===== config.mk =====
export PLATFORM = sky130hd
export DESIGN_NAME = fetch_pc
export DESIGN_NICKNAME = d
export VERILOG_FILES = /design/src/rtl/fetch_pc.sv
export SDC_FILE = /design/constraint.sdc
export NUM_CORES = 1
export LEC_CHECK = 0
export ABC_AREA = 1
export BUFFER_PORTS_ARGS = -buffer_cell sky130_fd_sc_hd__buf_4
export CAP_MARGIN = 20
export CORE_ASPECT_RATIO = 1.25
export CORE_MARGIN = 2
export CORE_UTILIZATION = 38
export CTS_BUF_LIST = sky130_fd_sc_hd__clkbuf_4 sky130_fd_sc_hd__clkbuf_8
export CTS_CLUSTER_DIAMETER = 60
export CTS_CLUSTER_SIZE = 25
export DETAILED_ROUTE_END_ITERATION = 8
export PLACE_DENSITY = 0.66
export SYNTH_ARGS = -nofsm -noshare
export SYNTH_HDL_FRONTEND = slang
export SYNTH_SLANG_ARGS = --single-unit
export TNS_END_PERCENT = 100

===== constraint.sdc =====
create_clock -name clk -period 2.67 [get_ports clk]
set_clock_uncertainty 0.2 [all_clocks]
set_input_delay 0.1335 -clock clk [delete_from_list [all_inputs] [get_ports clk]]
set_output_delay 0.1335 -clock clk [all_outputs]
set_load 0.02 [all_outputs]

===== src/rtl/fetch_pc.sv =====
// rtl/fetch_pc.sv - PC generator and instruction-fetch stage with exception/branch redirect
//
// Ports:
//   clk, reset   : clock and synchronous active-high reset
//   exc_bus      : {exc_valid, exc_pc} redirect pulse from write-back
//   jbr_bus      : {jbr_taken, jbr_target} pulse from decode
//   ID_allow_in  : decode can accept an instruction this cycle
//   inst_addr    : instruction ROM address (pc_r)
//   inst_rdata   : instruction ROM data for the address presented
//   IF_valid     : IF_ID_bus holds a valid instruction
//   IF_over      : handoff to decode occurs this cycle
//   IF_ID_bus    : {fetch_error, pc, inst}
//   IF_pc        : current PC for display
module fetch_pc #(
  parameter logic [31:0] RESET_PC = 32'hBFC00000,
  parameter logic [31:0] INST_NOP = 32'h00000000
) (
  input  logic        clk,
  input  logic        reset,
  input  logic [32:0] exc_bus,
  input  logic [32:0] jbr_bus,
  input  logic        ID_allow_in,
  output logic [31:0] inst_addr,
  input  logic [31:0] inst_rdata,
  output logic        IF_valid,
  output logic        IF_over,
  output logic [64:0] IF_ID_bus,
  output logic [31:0] IF_pc
);

  typedef enum logic {
    S_WAIT  = 1'b0,
    S_READY = 1'b1
  } state_t;

  state_t      state;
  state_t      state_next;
  logic [31:0] pc_r;
  logic [31:0] next_pc;
  logic        jbr_pend_r;
  logic [31:0] jbr_target_r;
  logic [31:0] inst_r;
  logic        ferr_r;

  logic        exc_valid;
  logic [31:0] exc_pc;
  logic        jbr_taken;
  logic [31:0] jbr_target;
  logic        misaligned;

  assign exc_valid  = exc_bus[32];
  assign exc_pc     = exc_bus[31:0];
  assign jbr_taken  = jbr_bus[32];
  assign jbr_target = jbr_bus[31:0];

  assign inst_addr  = pc_r;
  assign IF_pc      = pc_r;
  assign IF_ID_bus  = {ferr_r, pc_r, inst_r};
  assign misaligned = (pc_r[1:0] != 2'b00);

  // A pending taken branch is only consumed at a handoff, so the instruction
  // handed off in the same cycle as the pulse still advances sequentially.
  assign next_pc = jbr_pend_r ? jbr_target_r : pc_r + 32'd4;

  always_comb begin
    state_next = state;
    IF_valid   = 1'b0;
    IF_over    = 1'b0;
    case (state)
      S_WAIT: begin
        state_next = S_READY;
      end
      S_READY: begin
        IF_valid = 1'b1;
        // An exception redirect kills the instruction sitting in READY.
        IF_over  = ID_allow_in & ~exc_valid;
        if (IF_over) begin
          state_next = S_WAIT;
        end
      end
      default: begin
        state_next = S_WAIT;
      end
    endcase
    if (exc_valid) begin
      state_next = S_WAIT;
    end
  end

  always_ff @(posedge clk) begin
    if (reset) begin
      state        <= S_WAIT;
      pc_r         <= RESET_PC;
      jbr_pend_r   <= 1'b0;
      jbr_target_r <= 32'd0;
      inst_r       <= 32'd0;
      ferr_r       <= 1'b0;
    end else begin
      state <= state_next;
      if (exc_valid) begin
        // ROM data for the old PC is dropped; a concurrent branch is ignored.
        pc_r       <= exc_pc;
        jbr_pend_r <= 1'b0;
      end else begin
        if (state == S_WAIT) begin
          inst_r <= misaligned ? INST_NOP : inst_rdata;
          ferr_r <= misaligned;
        end
        if (IF_over) begin
          pc_r <= next_pc;
        end
        // A new pulse wins over the consumption of an older pending target.
        if (jbr_taken) begin
          jbr_pend_r   <= 1'b1;
          jbr_target_r <= jbr_target;
        end else if (IF_over) begin
          jbr_pend_r <= 1'b0;
        end
      end
    end
  end

endmodule


==> results.md <==
* Status: finished clean
* Synthesized Nets at 915
* Worst Max-Slew Pin Slew at ~500 ps
* Initial Utilization at 0.390
* Synth Warn # at 0
* CP Launch Type: register
* CTS root buf: clkbuf_8
* Core area at about 14000 um^2
* Max Cap Viol at 0
* Num CTS Buffers at 9
* Max IR drop VDD at 0.000287 V
* Minimum clock period at 2380 ps
* Die width at 111 um
* CP cell instances: nand2_1, nor2_1, nand2_1, inv_1, nand2_1, nand3_1, nand3_1, o211ai_1, a21oi_1, dlygate4sd3_1
* Final non-filler cell total at 1277
* Htree depth at 3
* Post-DR vias/cell at 4.85
* Wire per inst at 15.3 um
* CTS tree: built
* Initial DRC count at between 300 and 400
* Fin nets at 1199
* Worst-path fanout max at 8
* Final Max Slew Viols at 0
* Unrepaired setup endpoints after global routing: no
* Vias in the first global route at 6126
* Critical Path AT at 2460 ps
* Die Height at 137 um
* TritonRoute pass-1 iters at 4
* Slowest stage cell, crit path: dlygate4sd3_1
* Worst hold path type: in2reg
* Routability Congestion at roughly 1.0
* Critical Path End Type: register
* Worst-Skew Late Latency at approximately 390 ps
* Bufs on Longest Clock Path at 2
* Post-DP HPWL at 12900 um
* Critical Path RT at 2750 ps
* Number of port buffers at roughly 230
* Clock sinks at 99
* Seq/Total Area, Yosys at 0.366
* Fmax at around 420 MHz
* # setup viols final at 0
* Initial antenna violation count at 0
* Via count at 6188
* Leak pwr at 4.00 nW
* Post-CTS Setup Bufs at 0
* Placed cell count at 1127
* CP delay by family, top: buffers and inverters
* Fin crit share at 0.892
* CTS clk-pin slew, worst paths at 110 ps
* CP peak stage delay at 590 ps
* CP dominant cell by count: nand2_1
* Syn Area/Cell at between 6 and 7 um^2
* Gr ovfl total at 0
* Standard-cell rows at 48
* Syn-to-layout area delta at 53.4%
* Yosys cell types at 33
* Max_slew headroom at 0.656
* GRT Total Usage at 0.254
* Kind of critical path: reg2reg
* Die Area at 15200 um^2
* Share of layout cells above drive strength 1 at 0.255
* Drt total wl at 19600 um
* WP buf/inv at 2
* ANT nets after route at 0
* Final Hold Fails at 0
* Synthesized area at 5410 um^2
* ANT cells at 0
* DRC viols at 0
* Io pins at 232
* First-pass GRT wire length at 30900 um
* Mapped Cells at between 800 and 900
* #FFs+latches synth at 99
* TNS Setup at 0 ps
* PwrDens at 450 nW/um^2
* Largest net degree at the start of global routing at 40
registers in the layout (all words and copies together), names as in the netlist:
| signal | flops |
|---|---|
| IF_pc | 32 |
| ferr_r | 1 |
| inst_r | 32 |
| jbr_pend_r | 1 |
| jbr_target_r | 32 |
| state | 1 |
metrics by stage:
stage	util	total power, mW	hold slack, ps	instance area [um^2]	setup slack [ps]
2_1_floorplan	-	2.29	68.4	5410	668
3_3_place_gp	0.488	2.63	156	6780	654
3_5_place_dp	0.488	2.64	160	6780	623
4_1_cts	0.598	3.75	12.5	8300	211
5_1_grt	0.598	3.92	66.6	8300	51.0
6_report	0.598	3.74	34.0	8300	288
worst reg2reg max path, delay by kind of cell, from the launching register on:
family | cells | cell delay, ps
AOI/OAI and AO/OA | 2 | 180
buffers and inverters | 2 | 700
DFF | 1 | 510
and+or+nand+nor | 6 | 690
kinds of logic after synthesis:
| kind of cell | count (synthesis) | share of synthesized area |
|---|---|---|
| buf+inv | 154 | 0.162 |
| xor+xnor | 10 | 0.0162 |
| compound gates | 155 | 0.154 |
| fa+ha+maj | 1 | 0.00231 |
| flops | 99 | 0.366 |
| simple gates | 394 | 0.300 |
Yosys cell counts, drive strengths merged:
cell type,instances,area share
clkbuf,30,0.026
dlymetal6s2s,1,0.0023
nand3,27,0.029
or2,5,0.0058
inv,48,0.033
nand3b,4,0.0055
buf,75,0.10
o2111ai,5,0.0081
dfxtp,99,0.37
nor2,115,0.084
nor3,7,0.0086
a21oi,56,0.052
ha,1,0.0023
xnor2,4,0.0065
nand2,233,0.16
xor2,6,0.0097
a31oi,4,0.0046
o21bai,2,0.0042
o211ai,8,0.011
nand4,3,0.0035
o21ai,80,0.074
cell usage in the layout, fill, tap and decap left out, types with 3 or more instances in the layout:
master         count
nand3b_1           4
o211ai_1           8
nand2_1          232
o21ai_0           73
nor3_1             6
o2111ai_1          5
inv_2              3
a21oi_1           56
dlygate4sd3_1    134
nor2_4             3
or2_2              5
nand3_1           24
inv_1             45
a31oi_1            4
o21ai_1            7
clkbuf_8           9
dfxtp_1           98
xor2_1             6
xnor2_1            4
nor2_1           111
buf_4            245
nand4_1            3
metal layers:
layer / up-vias / GRT usage / routed length, um
met5: - / 0 / 0
li1: 3098 / - / -
met1: 2824 / 0.294 / 7840
met4: 0 / 0.112 / 617
met3: 42 / 0.0466 / 1230
met2: 224 / 0.460 / 9890
where the power goes:
group          internal [mW]  switching, mW
Sequential              1.58          0.112
Combinational          0.524          0.563
Clock                  0.354          0.607
layout make-up:
cell class                 instances  area [um^2]
fill                            1291         5570
timing repair buffer             379         3180
multi-input combinational        560         2550
sequential                        99         1980
tap                              175          219
inverter                          48          180
clock buffer                       9          124
clock inverter                     7         58.8
final timing paths:
| kind | endpoint | slack (ps) | cells past startpoint | from |
|---|---|---|---|---|
| setup / recovery | IF_pc[9] | 290 | 10 | IF_pc[5] |
| hold / removal | IF_pc[14] | 30 | 5 | exc_bus[14] |
| setup reg to reg | IF_pc[9] | 290 | 10 | IF_pc[5] |
| hold reg to reg | IF_pc[1] | 300 | 2 | jbr_target_r[1] |
repair_timing:
| item | in CTS | in global routing |
|---|---|---|
| resized for setup | 0 | 1 |
| endpoints found under the setup margin | 0 | 1 |
| hold buffers | 134 | 0 |
| hold endpoints to repair | 96 | 0 |
Note: power is estimated with default switching activity, not from simulation.
